==> config.mk <==
export PLATFORM = sky130hd
export DESIGN_NAME = hack_keyboard
export DESIGN_NICKNAME = d
export VERILOG_FILES = /design/src/rtl/hack_kbd_pkg.sv /design/src/rtl/hack_keymap.sv /design/src/rtl/hack_keyboard.sv
export SDC_FILE = /design/constraint.sdc
export NUM_CORES = 1
export LEC_CHECK = 0
export ABC_AREA = 0
export BUFFER_PORTS_ARGS = -buffer_cell sky130_fd_sc_hd__buf_2
export CAP_MARGIN = 40
export CORE_MARGIN = 2
export CORE_UTILIZATION = 25
export CTS_CLUSTER_DIAMETER = 30
export DETAILED_ROUTE_END_ITERATION = 10
export PLACE_DENSITY = 0.49
export SETUP_SLACK_MARGIN = 0.15
export SYNTH_ARGS = -nofsm -noshare
export SYNTH_HDL_FRONTEND = slang
export SYNTH_SLANG_ARGS = --single-unit
==> constraint.sdc <==
create_clock -name clk -period 6.71 [get_ports clk]
set_input_delay 0.671 -clock clk [delete_from_list [all_inputs] [get_ports clk]]
set_output_delay 0.671 -clock clk [all_outputs]
set_load 0.05 [all_outputs]
==> src/rtl/hack_kbd_pkg.sv <==
// Shared constants and types for the Hack keyboard front end.
// Optional caps-lock support is selected with the HACK_KBD_CAPSLOCK_EN macro.
package hack_kbd_pkg;

    // Hack special-key codes
    localparam logic [7:0] KEY_NEWLINE   = 8'd128;
    localparam logic [7:0] KEY_BACKSPACE = 8'd129;
    localparam logic [7:0] KEY_LEFT      = 8'd130;
    localparam logic [7:0] KEY_UP        = 8'd131;
    localparam logic [7:0] KEY_RIGHT     = 8'd132;
    localparam logic [7:0] KEY_DOWN      = 8'd133;
    localparam logic [7:0] KEY_HOME      = 8'd134;
    localparam logic [7:0] KEY_END       = 8'd135;
    localparam logic [7:0] KEY_PGUP      = 8'd136;
    localparam logic [7:0] KEY_PGDN      = 8'd137;
    localparam logic [7:0] KEY_INSERT    = 8'd138;
    localparam logic [7:0] KEY_DELETE    = 8'd139;
    localparam logic [7:0] KEY_ESC       = 8'd140;
    localparam logic [7:0] KEY_F1        = 8'd141;
    localparam logic [7:0] KEY_F2        = 8'd142;
    localparam logic [7:0] KEY_F3        = 8'd143;
    localparam logic [7:0] KEY_F4        = 8'd144;
    localparam logic [7:0] KEY_F5        = 8'd145;
    localparam logic [7:0] KEY_F6        = 8'd146;
    localparam logic [7:0] KEY_F7        = 8'd147;
    localparam logic [7:0] KEY_F8        = 8'd148;
    localparam logic [7:0] KEY_F9        = 8'd149;
    localparam logic [7:0] KEY_F10       = 8'd150;
    localparam logic [7:0] KEY_F11       = 8'd151;
    localparam logic [7:0] KEY_F12       = 8'd152;

    // PS/2 set-2 modifier codes
    localparam logic [7:0] PS2_LSHIFT = 8'h12;
    localparam logic [7:0] PS2_RSHIFT = 8'h59;
    localparam logic [7:0] PS2_CTRL   = 8'h14;
    localparam logic [7:0] PS2_ALT    = 8'h11;
    localparam logic [7:0] PS2_CAPS   = 8'h58;

    // Identity of the key currently driving the output
    typedef struct packed {
        logic       ext;
        logic [7:0] code;
    } held_key_t;

endpackage

==> src/rtl/hack_keymap.sv <==
// Combinational PS/2 set-2 to Hack key code translation; 0 means unmapped.
// Letters honour shift^caps, everything else honours shift only.
module hack_keymap
    import hack_kbd_pkg::*;
(
    input  logic       ext_i,
    input  logic [7:0] code_i,
    input  logic       shift_i,
    input  logic       caps_i,
    output logic [7:0] hack_code_o
);

    logic [7:0] base;
    logic [7:0] shifted;
    logic       letter;

    // Look up unshifted/shifted pair, then pick by the effective shift
    always_comb begin
        base    = 8'h00;
        shifted = 8'h00;
        if (ext_i) begin
            case (code_i)
                8'h6B: base = KEY_LEFT;
                8'h75: base = KEY_UP;
                8'h74: base = KEY_RIGHT;
                8'h72: base = KEY_DOWN;
                8'h6C: base = KEY_HOME;
                8'h69: base = KEY_END;
                8'h7D: base = KEY_PGUP;
                8'h7A: base = KEY_PGDN;
                8'h70: base = KEY_INSERT;
                8'h71: base = KEY_DELETE;
                default: ;
            endcase
        end else begin
            case (code_i)
                // letters: shifted form derived below
                8'h1C: base = 8'h61;
                8'h32: base = 8'h62;
                8'h21: base = 8'h63;
                8'h23: base = 8'h64;
                8'h24: base = 8'h65;
                8'h2B: base = 8'h66;
                8'h34: base = 8'h67;
                8'h33: base = 8'h68;
                8'h43: base = 8'h69;
                8'h3B: base = 8'h6A;
                8'h42: base = 8'h6B;
                8'h4B: base = 8'h6C;
                8'h3A: base = 8'h6D;
                8'h31: base = 8'h6E;
                8'h44: base = 8'h6F;
                8'h4D: base = 8'h70;
                8'h15: base = 8'h71;
                8'h2D: base = 8'h72;
                8'h1B: base = 8'h73;
                8'h2C: base = 8'h74;
                8'h3C: base = 8'h75;
                8'h2A: base = 8'h76;
                8'h1D: base = 8'h77;
                8'h22: base = 8'h78;
                8'h35: base = 8'h79;
                8'h1A: base = 8'h7A;
                // digits, US layout shifted symbols
                8'h16: begin base = 8'h31; shifted = 8'h21; end
                8'h1E: begin base = 8'h32; shifted = 8'h40; end
                8'h26: begin base = 8'h33; shifted = 8'h23; end
                8'h25: begin base = 8'h34; shifted = 8'h24; end
                8'h2E: begin base = 8'h35; shifted = 8'h25; end
                8'h36: begin base = 8'h36; shifted = 8'h5E; end
                8'h3D: begin base = 8'h37; shifted = 8'h26; end
                8'h3E: begin base = 8'h38; shifted = 8'h2A; end
                8'h46: begin base = 8'h39; shifted = 8'h28; end
                8'h45: begin base = 8'h30; shifted = 8'h29; end
                // punctuation
                8'h0E: begin base = 8'h60; shifted = 8'h7E; end
                8'h4E: begin base = 8'h2D; shifted = 8'h5F; end
                8'h55: begin base = 8'h3D; shifted = 8'h2B; end
                8'h54: begin base = 8'h5B; shifted = 8'h7B; end
                8'h5B: begin base = 8'h5D; shifted = 8'h7D; end
                8'h5D: begin base = 8'h5C; shifted = 8'h7C; end
                8'h4C: begin base = 8'h3B; shifted = 8'h3A; end
                8'h52: begin base = 8'h27; shifted = 8'h22; end
                8'h41: begin base = 8'h2C; shifted = 8'h3C; end
                8'h49: begin base = 8'h2E; shifted = 8'h3E; end
                8'h4A: begin base = 8'h2F; shifted = 8'h3F; end
                // shift-insensitive keys
                8'h29: base = 8'h20;
                8'h5A: base = KEY_NEWLINE;
                8'h66: base = KEY_BACKSPACE;
                8'h76: base = KEY_ESC;
                8'h05: base = KEY_F1;
                8'h06: base = KEY_F2;
                8'h04: base = KEY_F3;
                8'h0C: base = KEY_F4;
                8'h03: base = KEY_F5;
                8'h0B: base = KEY_F6;
                8'h83: base = KEY_F7;
                8'h0A: base = KEY_F8;
                8'h01: base = KEY_F9;
                8'h09: base = KEY_F10;
                8'h78: base = KEY_F11;
                8'h07: base = KEY_F12;
                default: ;
            endcase
        end

        letter = (base >= 8'h61) && (base <= 8'h7A);
        if (letter) begin
            shifted = base ^ 8'h20;
        end else if (shifted == 8'h00) begin
            shifted = base;
        end
    end

    // Caps only affects letters
    always_comb begin
        hack_code_o = ((letter ? (shift_i ^ caps_i) : shift_i) ? shifted : base);
    end

endmodule

==> src/rtl/hack_keyboard.sv <==
// MiSTer ps2_key event stream to Hack keyboard register code.
// Define HACK_KBD_CAPSLOCK_EN to build the caps-lock toggle on code 0x58.
module hack_keyboard
    import hack_kbd_pkg::*;
#(
    parameter int unsigned RELEASE_ANY = 0
) (
    input  logic        clk,
    input  logic        reset,
    input  logic [10:0] ps2_key,
    output logic [7:0]  hack_scancode,
    output logic        key_event
);

    logic       tog_q;
    logic       ev;
    logic       make;
    held_key_t  cur;

    logic       shift_l_q, shift_l_d;
    logic       shift_r_q, shift_r_d;
    held_key_t  held_q, held_d;
    logic [7:0] scancode_q, scancode_d;
    logic       key_event_q;
    logic       caps;
    logic [7:0] map_code;

`ifdef HACK_KBD_CAPSLOCK_EN
    logic       caps_q, caps_d;
    assign caps = caps_q;
`else
    assign caps = 1'b0;
`endif

    // Decode the incoming event fields; a toggle edge marks a new event
    always_comb begin
        ev       = ps2_key[10] ^ tog_q;
        make     = ps2_key[9];
        cur.ext  = ps2_key[8];
        cur.code = ps2_key[7:0];
    end

    hack_keymap u_keymap (
        .ext_i       (cur.ext),
        .code_i      (cur.code),
        .shift_i     (shift_l_q | shift_r_q),
        .caps_i      (caps),
        .hack_code_o (map_code)
    );

    // Next-state for modifiers, held key and output code
    always_comb begin
        shift_l_d  = shift_l_q;
        shift_r_d  = shift_r_q;
        held_d     = held_q;
        scancode_d = scancode_q;
`ifdef HACK_KBD_CAPSLOCK_EN
        caps_d     = caps_q;
`endif
        if (ev) begin
            if (!cur.ext && cur.code == PS2_LSHIFT) begin
                shift_l_d = make;
            end else if (!cur.ext && cur.code == PS2_RSHIFT) begin
                shift_r_d = make;
            end else if (cur.code == PS2_CTRL || cur.code == PS2_ALT ||
                         cur.code == PS2_LSHIFT || cur.code == PS2_RSHIFT) begin
                // Right ctrl/alt and E0-prefixed fake shifts are swallowed too
            end
`ifdef HACK_KBD_CAPSLOCK_EN
            else if (!cur.ext && cur.code == PS2_CAPS) begin
                if (make) begin
                    caps_d = ~caps_q;
                end
            end
`endif
            else if (make) begin
                if (map_code != 8'h00) begin
                    scancode_d = map_code;
                    held_d     = cur;
                end
            end else if (cur == held_q || RELEASE_ANY != 0) begin
                scancode_d = 8'h00;
                held_d     = '0;
            end
        end
    end

    // State registers; synchronous active-low reset re-arms the toggle tracker
    always_ff @(posedge clk) begin
        tog_q <= ps2_key[10];
        if (!reset) begin
            shift_l_q   <= 1'b0;
            shift_r_q   <= 1'b0;
            held_q      <= '0;
            scancode_q  <= 8'h00;
            key_event_q <= 1'b0;
`ifdef HACK_KBD_CAPSLOCK_EN
            caps_q      <= 1'b0;
`endif
        end else begin
            shift_l_q   <= shift_l_d;
            shift_r_q   <= shift_r_d;
            held_q      <= held_d;
            scancode_q  <= scancode_d;
            key_event_q <= (scancode_d != scancode_q);
`ifdef HACK_KBD_CAPSLOCK_EN
            caps_q      <= caps_d;
`endif
        end
    end

    // Registered outputs
    always_comb begin
        hack_scancode = scancode_q;
        key_event     = key_event_q;
    end

endmodule

# Word-level counts from Yosys, hierarchy flattened
# Cells that the tools add are included.
dict set report totals {
  register_bits 21
  latchBits 0
  ram_bits 0
  rom_bits 0
  in_bits 13
  out_inout_bits 9
  elab_cells 126
  memories 0
}
dict set report op_classes {
  addsub 0
  multipliers 0
  n_div 0
  n_lt_le_gt_ge 2
  eq_ne 80
  n_shift 0
  n_mux 18
  bitwise 6
  n_reduce_logical 13
}
# cell count
set op_table {}
lappend op_table {{$pmux 8 s63} 1}
lappend op_table {{$eq 8x7->1 const B} 32}
lappend op_table {{$eq 8x6->1 const B} 23}
lappend op_table {{$pmux 7 s21} 1}
lappend op_table {{$mux 8} 12}
lappend op_table {{$eq 8x5->1 const B} 10}
lappend op_table {{$pmux 8 s10} 1}
lappend op_table {{$eq 8x4->1 const B} 5}
lappend op_table {{$eq 8x3->1 const B} 4}
lappend op_table {{$mux 9} 3}
lappend op_table {{$eq 9x9->1} 1}
lappend op_table {{$eq 8x1->1 const B} 1}
lappend op_table {{$eq 8x2->1 const B} 1}
lappend op_table {{$eq 8x8->1 const B} 1}
lappend op_table {{$ge 8x7->1 const B} 1}
lappend op_table {{$le 8x7->1 const B} 1}
lappend op_table {{$logic_not 8->1} 1}
lappend op_table {{$ne 8x8->1} 1}
lappend op_table {{$reduce_bool 8->1} 1}
lappend op_table {{$reduce_and 6->1} 1}
lappend op_table {{$not 1->1} 4}
lappend op_table {{$logic_and 1x1->1} 3}
lappend op_table {{$logic_or 1x1->1} 3}
lappend op_table {{$reduce_and 3->1} 1}
lappend op_table {{other kinds (6)} 6}

# Longest topological paths before layout
# Gate-level depths: netlist (run 1).
dict set report depth {
  ltp_word 15
  ltp_mapped 15
  ltp_nobuf 11
}

# Cells and area by module
# A second synthesis (run 1) with hierarchy kept.
dict set report unflattened {
  hier_cells 449
  hier_area_um2 3414.5
}
# module instances cells_each area_per_inst_um2 seq_area_each_um2
set by_module_without_submodules {}
lappend by_module_without_submodules {hack_keymap 1 310 2097.0 0.0}
lappend by_module_without_submodules {hack_keyboard 1 139 1317.5 420.4}

# Worst setup path after synthesis (run 1)
# OpenSTA, ideal clock, no wires.
dict set report synth_path {
  path_kind {in2reg}
  from {input ps2_key[1]}
  to {register held_q[0] (netlist bit)}
  setup_time_ns 0.062
  arrival_ns 3.248
  required_ns 6.648
  path_slack_ns 3.400
  path_stages 13
  n_path_buf 4
  path_cell_list {buf_2 buf_4 buf_4 o2111a_1 nor2_1 nand2_1 or4_1 o41ai_1 a22oi_1 nor4_2 a21o_2 buf_6 a32o_1}
}
dict set report synth_via {
  elab_chain_len 10
  word_cells_on_any_way 103
  classes_between {order compare (2); eq/ne (79); mux (8); bitwise (4); reduce/logical (10)}
}
# element line
set synth_lines {}
lappend synth_lines {{from (decl)} hack_keyboard.sv:10} ;# input logic [10:0] ps2_key,
lappend synth_lines {{$eq 8x3->1 (tied with other cells)} hack_keymap.sv:36} ;# case (code_i)
lappend synth_lines {{$pmux 8 s63 (tied with other cells)} hack_keymap.sv:36}
lappend synth_lines {{$mux 8} hack_keymap.sv:21} ;# if (ext_i) begin
lappend synth_lines {{$ge 8x7->1 (tied with other cells)} hack_keymap.sv:108} ;# letter = (base >= 8'h61) && (base <= 8'h7A);
lappend synth_lines {{$logic_and 1x1->1 / $mux 8 (equally long branches)} {hack_keymap.sv:108, hack_keymap.sv:111}}
lappend synth_lines {{$mux 8} hack_keymap.sv:109} ;# if (letter) begin
lappend synth_lines {{$mux 8} hack_keymap.sv:118} ;# hack_code_o = ((letter ? (shift_i ^ caps_i) : shift_i) ? shifted : base);
lappend synth_lines {{$reduce_bool 8->1} hack_keyboard.sv:77} ;# if (map_code != 8'h00) begin
lappend synth_lines {{$ne 2x1->1 (no source line)} n/a}
lappend synth_lines {{$reduce_and 6->1 (no source line) *} n/a}
lappend synth_lines {{to (signal assigned)} hack_keyboard.sv:103} ;# held_q <= held_d;
lappend synth_lines {{to (decl)} hack_keyboard.sv:22} ;# held_key_t held_q, held_d;
# Every way passes the cells marked *; elsewhere a longest branch is shown, timed or not.
# A chain may end at the register's enable or synchronous reset.

# Worst setup path in the final report (run 1)
dict set report layout_path {
  from {input ps2_key[4]}
  to {register held_q[3] (netlist bit)}
}
# The elaborated chain is that of the path after synthesis.

==> results of run 1 <==
## per-layer routing
layer	part of all wire	vias up	global-route usage
met5	0	-	0
met2	0.42	243	0.256
met4	0.046	0	0.0714
met3	0.096	43	0.0332
met1	0.44	1773	0.244
li1	-	1696	-
## flip-flops by register name (all words and copies together) (netlist names)
name           count
tog_q              1
hack_scancode      8
held_q             9
shift_l_q          1
key_event          1
shift_r_q          1
## layout by cell type (no fill, tap or decap), types with 11 or more instances in the layout
| cell type | netlist | routed |
|---|---|---|
| sky130_fd_sc_hd__nor3_1 | 15 | 15 |
| sky130_fd_sc_hd__a21oi_1 | 29 | 29 |
| sky130_fd_sc_hd__dfxtp_1 | 21 | 21 |
| sky130_fd_sc_hd__xnor2_1 | 11 | 11 |
| sky130_fd_sc_hd__nand2_1 | 43 | 43 |
| sky130_fd_sc_hd__nand3_1 | 21 | 21 |
| sky130_fd_sc_hd__nor2b_1 | 13 | 13 |
| sky130_fd_sc_hd__o21ai_0 | 16 | 16 |
| sky130_fd_sc_hd__inv_1 | 12 | 12 |
| sky130_fd_sc_hd__a32o_1 | 14 | 14 |
| sky130_fd_sc_hd__nor2_1 | 37 | 37 |
| sky130_fd_sc_hd__buf_2 | 19 | 21 |
## area by class of cell
class	count	share of cell area
Timing Repair Buffer	27	0.0471
Clock buffer	4	0.0234
Sequential cell	21	0.125
Inverter	13	0.0152
Tap cell	172	0.0638
Multi-Input combinational cell	368	0.726
## final timing paths
path                           from                endpoint  slack [ns]  depth (start not counted)
min reg2reg  shift_l_q$_SDFFE_PN0P_  shift_l_q$_SDFFE_PN0P_        0.48                          2
max                      ps2_key[4]  held_q[3]$_SDFFE_PN0P_        2.30                         12
max reg2reg  shift_r_q$_SDFFE_PN0P_  held_q[3]$_SDFFE_PN0P_        4.04                          8
min          shift_l_q$_SDFFE_PN0P_  shift_l_q$_SDFFE_PN0P_        0.48                          2
## worst min-delay path: cells and delay by family, from the launching register on
kind | cells | cell delay, ns
flip-flops | 1 | 0.32
multiplexers | 1 | 0.06
AND/OR/NAND/NOR | 1 | 0.07
## power groups by stage
| stage | clock (mW) | combinational (mW) | sequential (mW) |
|---|---|---|---|
| after floorplan | 0 | 0.102 | 0.137 |
| after global placement | 0 | 0.136 | 0.133 |
| after detailed placement | 0 | 0.135 | 0.133 |
| after CTS | 0.128 | 0.136 | 0.130 |
| after global routing | 0.133 | 0.150 | 0.131 |
| final | 0.125 | 0.139 | 0.130 |
## stage by stage
stage | utilization | cells | instance area (sq um) | power, mW | setup WS (ns)
6_report | 0.270 | 605 | 3370 | 0.394 | 2.30
3_3_place_gp | 0.261 | 599 | 3270 | 0.269 | 1.80
2_1_floorplan | - | 446 | 3170 | 0.239 | 3.40
3_5_place_dp | 0.263 | 601 | 3300 | 0.268 | 2.18
5_1_grt | 0.270 | 605 | 3370 | 0.414 | 2.06
4_1_cts | 0.270 | 605 | 3370 | 0.394 | 2.44
## kinds of logic after synthesis
kind of cell           synth area share
AO/OA/AOI/OAI                     0.330
AND/OR/NAND/NOR                   0.382
flip-flops                        0.132
XOR/XNOR                         0.0469
buffers and inverters            0.0954
multiplexers                     0.0126
==> parameters.txt, run 1 <==
Parameter                              Value

Finish
  Number of antenna repair diodes    0
  Fraction of layout cells with a size suffix above 1    0.120
  Multi-input gate area    2450 sq um
  Seq. cell area    approximately 420 sq um
  Syn-to-layout area delta    6.35%
  Post-layout nets    approximately 450
  Final-layout fill cell count    1,414

GRT
  Gr usage total    0.173
  Initial antenna violation count    0
  Wire length of the first global-routing pass    roughly 19 mm
  Pin count of the biggest net entering global routing    47
  Vias in the first global route    between 3,000 and 4,000
  Grt ovf    0

Power
  Sequential fraction of design power    0.331
  Fraction of power consumed by combinational cells    0.353
  Int Pwr    251 uW
  Switching fraction of total power    0.363
  Proportion of power drawn by the clock network    0.316
  Maximum vdd drop    about 0.00010 V
  Standby leakage power    roughly 1.1 nW
  Power Dens Cells    about 120 nW/um^2
  Reported net switching power    ~140 uW

Critical path
  Delay-heaviest family, CP    simple AND/OR/NAND/NOR gates
  Worst Setup Path Type    input port to register
  CP max-delay cell    sky130_fd_sc_hd__nor4bb_1
  List of cells traversed by the critical path    buf_2 > nor4bb_1 > buf_1 > nand3_1 > nand3_1 > nor4b_2 > a21oi_2 > a311o_1 > a21oi_2 > nor4_2 > a21o_2 > a32o_1
  Worst setup EP type    register
  Data arrival at the endpoint of the critical path    about 4.6 ns
  Slowest cell delay on critical path    approximately 0.8 ns
  Kind of start point of the critical path    input port
  CP Max Fanout    34
  Buffers & Inverters on Critical Path    2
  Critical path required time    6.91 ns

Clocking
  Source-to-sink clock delay at the later pin of the worst-skew pair    0.25 ns
  Number of instances resized during post-cts repair    0
  CTS Sinks    21
  Clk root buf    sky130_fd_sc_hd__clkbuf_16
  Number of levels in the clock H-tree    1
  Worst-path clk slew    roughly 0.050 ns
  Clock tree from TritonCTS    done
  Hold-fix buffer count after cts    0
  Setup fix buffers added after clock tree synthesis    0
  Maximum root-to-sink buffer count    2
  Number of buffers inserted during clock tree synthesis    3

Timing
  Setup repair after global routing missed its margin    no
  Remaining max-slew budget at the tightest pin    0.383
  Number of hold violations in the final report    0
  Post-layout min period    4.41 ns
  Post-route setup TNS    0 ns
  Final worst hold slack    ~0.48 ns
  Pins over their slew limit    0
  Fmax    227 MHz
  Worst Tran Pin Value    around 0.9 ns
  Final number of setup-violating endpoints    0
  Worst-case clock skew    around 0.0029 ns
  Post-route fraction of the period consumed by the critical path    0.657

Die
  Die H    117 um
  Die Footprint    roughly 14,000 sq um
  # rows    41
  I/O pin count    22
  Core region area    around 13,000 sq um
  Effective utilization at floorplan    0.253
  Chip width    roughly 120 um

Synthesis
  Proportion of synthesized chip area in sequential cells    0.132
  Average cell area after synthesis    between 7 and 8 sq um
  Count of state elements after synthesis    21
  Net count after synthesis    ~460
  Number of different library cells in the post-synthesis netlist    75
  Leading cell type by number of instances after synthesis    sky130_fd_sc_hd__nand2_1
  Yosys warns    0
  Synth async-reset ratio    0
  Largest area contributor in the synthesized netlist    sky130_fd_sc_hd__dfxtp_1
  Most frequently used flop master after synthesis    sky130_fd_sc_hd__dfxtp_1
  Summed instance area of the synthesized netlist    between 3000 and 4000 sq um
  Area share of the largest cell type after synthesis    0.132
  Top post-synthesis cells by count    43 x sky130_fd_sc_hd__nand2_1, 37 x sky130_fd_sc_hd__nor2_1, 29 x sky130_fd_sc_hd__a21oi_1
  Count of flip-flops with a built-in enable after synthesis    0
  Top cells by area in the synthesized netlist    sky130_fd_sc_hd__dfxtp_1 13%, sky130_fd_sc_hd__nand2_1 5.1%, sky130_fd_sc_hd__a21oi_1 4.6%
  Number of instances in the synthesized netlist    around 450

Detailed routing
  Number of iterations in the first detailed-routing pass    5
  Vias per cell    between 6 and 7
  Post-DRT Antenna Nets    0
  Wire length per cell    19.4 um
  Via count    3,755
  Routed wire length    around 12 mm
  Violation count after the first detailed-routing iteration    between 500 and 600
  Detailed-route DRC error count    0

Place
  Number of port buffers    21
  Final HPWL DP    ~8.5 mm
  Final RePlAce weighted congestion    0.965

Flow run
  Max-cap violations    0

Min path
  Worst Hold Class    register to register

Outcome
  Result of the run    finished clean
Power figures use the tool's default switching activity.
==> inputs of run 2 (changes only) <==
Clock period 6.71 ns to 4.3 ns, I/O delays scaled along.
==> parameters.txt, run 2 (synthesized netlist as in run 1, its figures left out) <==
Parameter                              Value

Place
  Number of port buffers    21
  Final RePlAce weighted congestion    between 1 and 1.5
  Final HPWL DP    slightly below 10 mm

Critical path
  Data arrival at the endpoint of the critical path    just over 4 ns
  Cell repeated most along the worst path    sky130_fd_sc_hd__nor4_2
  Buffers & Inverters on Critical Path    1
  Cell depth of the worst flop-to-flop path    8
  Launch point of the critical path    ps2_key[0]
  End point of the critical path    held_q[2]$_SDFFE_PN0P_
  Critical register-to-register path endpoint    key_event$_SDFF_PN0_
  Worst Setup Path Type    input port to register
  Kind of start point of the critical path    input port
  List of cells traversed by the critical path    buf_2 > nor2b_1 > nand3_1 > nor4_1 > nor4_2 > nor4b_4 > a41oi_2 > a211oi_1 > a31oi_1 > nor4_2 > a21o_2 > a32o_1
  Setup slack of the most critical reg-to-reg path    ~1.8 ns
  Stages on worst setup path    12
  Slowest cell delay on critical path    roughly 0.63 ns
  CP max-delay cell    sky130_fd_sc_hd__nor4_1
  Delay-heaviest family, CP    simple AND/OR/NAND/NOR gates
  R2r startpoint    shift_r_q$_SDFFE_PN0P_
  Critical path required time    between 4 and 5 ns
  CP Max Fanout    31
  Worst setup EP type    register

Timing
  Post-layout min period    just under 4 ns
  Pins over their slew limit    0
  Post-route setup TNS    0 ns
  Remaining max-slew budget at the tightest pin    0.428
  Fmax    between 200 and 300 MHz
  Post-route fraction of the period consumed by the critical path    0.908
  Number of hold violations in the final report    0
  Worst-case clock skew    between 0.003 and 0.004 ns
  Setup repair after global routing missed its margin    no
  Final number of setup-violating endpoints    0
  Worst Tran Pin Value    0.846 ns

Die
  Die Footprint    about 14,000 sq um
  I/O pin count    22
  Chip width    between 100 and 150 um
  Core region area    around 13,000 sq um
  Die H    about 120 um
  Effective utilization at floorplan    0.253
  # rows    41

Clocking
  CTS Sinks    21
  Clock tree from TritonCTS    done
  Maximum root-to-sink buffer count    2
  Hold-fix buffer count after cts    0
  Number of levels in the clock H-tree    1
  Source-to-sink clock delay at the later pin of the worst-skew pair    0.25 ns
  Number of buffers inserted during clock tree synthesis    3
  Number of instances resized during post-cts repair    0
  Setup fix buffers added after clock tree synthesis    0
  Clk root buf    sky130_fd_sc_hd__clkbuf_16
  Worst-path clk slew    around 0.060 ns

Finish
  Register with the most flip-flops    held_q
  Post-layout nets    roughly 470
  Fraction of layout cells with a size suffix above 1    0.175
  Number of antenna repair diodes    0
  Share of the core filled with cells in the final layout    0.285
  Most frequent cells in the layout    43 x sky130_fd_sc_hd__nand2_1, 37 x sky130_fd_sc_hd__nor2_1, 30 x sky130_fd_sc_hd__buf_4
  Leading cell type in the layout, fill and taps excluded    sky130_fd_sc_hd__nand2_1
  Syn-to-layout area delta    12.3%
  Number of flip-flops under the largest register name    9

Min path
  Worst Hold Class    input port to register

Detailed routing
  Vias per cell    around 6.1
  Routed wire length    about 13 mm
  Violation count after the first detailed-routing iteration    ~440
  Post-DRT Antenna Nets    0
  Via count    about 3,800
  Detailed-route DRC error count    0
  Number of iterations in the first detailed-routing pass    5
  Wire length per cell    between 20 and 25 um

Power
  Maximum vdd drop    roughly 0.00018 V
  Power Dens Cells    between 150 and 200 nW/um^2
  Standby leakage power    ~1.2 nW

Flow run
  Max-cap violations    0

GRT
  Vias in the first global route    between 3,000 and 4,000
  Gr usage total    0.188
  Grt ovf    0
  Pin count of the biggest net entering global routing    35
  Wire length of the first global-routing pass    between 15 and 20 mm
  Initial antenna violation count    0

Outcome
  Result of the run    finished clean
[run 2: cell count changes in the layout (fill, tap and decap cells not counted), sizes merged]
| cell | change |
|---|---|
| buf | +25 |
[run 2: layer usage]
layer / wire length (um) / global-route usage / share of wire / vias up
met2: 5400 / 0.282 / 0.42 / 203
met4: 880 / 0.119 / 0.069 / 0
met3: 1060 / 0.0171 / 0.082 / 55
met1: 5490 / 0.257 / 0.43 / 1831
li1: - / - / - / 1742
met5: 0 / 0 / 0 / -
[run 2: per-stage QoR]
stage	setup slack (ns)	power [mW]	instance area [sq um]	instances	hold slack, ns
2_1_floorplan	1.23	0.372	3170	446	0.455
3_3_place_gp	0.226	0.439	3460	623	0.480
3_5_place_dp	0.348	0.436	3480	626	0.486
4_1_cts	0.597	0.629	3560	630	0.324
5_1_grt	0.357	0.659	3560	630	0.329
6_report	0.396	0.631	3560	630	0.325
[run 2: how the worst min path moves through the flow]
stage	startpoint	slack (ns)	endpoint	cells after the start
floorplan	shift_l_q$_SDFFE_PN0P_	0.45	shift_l_q$_SDFFE_PN0P_	2
global placement	shift_r_q$_SDFFE_PN0P_	0.48	shift_r_q$_SDFFE_PN0P_	2
detailed placement	shift_l_q$_SDFFE_PN0P_	0.49	shift_l_q$_SDFFE_PN0P_	2
CTS	ps2_key[10]	0.32	tog_q$_DFF_P_	1
global route	ps2_key[10]	0.33	tog_q$_DFF_P_	1
finish	ps2_key[10]	0.32	tog_q$_DFF_P_	1
[run 2: area by class of cell]
cell class	instances	area, sq um
tap	172	215
sequential	21	420
multi-input combinational	368	2460
inverter	13	51.3
timing repair buffer	52	335
clock buffer	4	78.8
fill	1397	8950
[run 2: power breakdown]
part           total [mW]  switching [mW]  leakage (nW)  internal, mW
combinational       0.236           0.158          1.03        0.0778
clock               0.192          0.0660        0.0382         0.126
sequential          0.203         0.00389         0.170         0.200
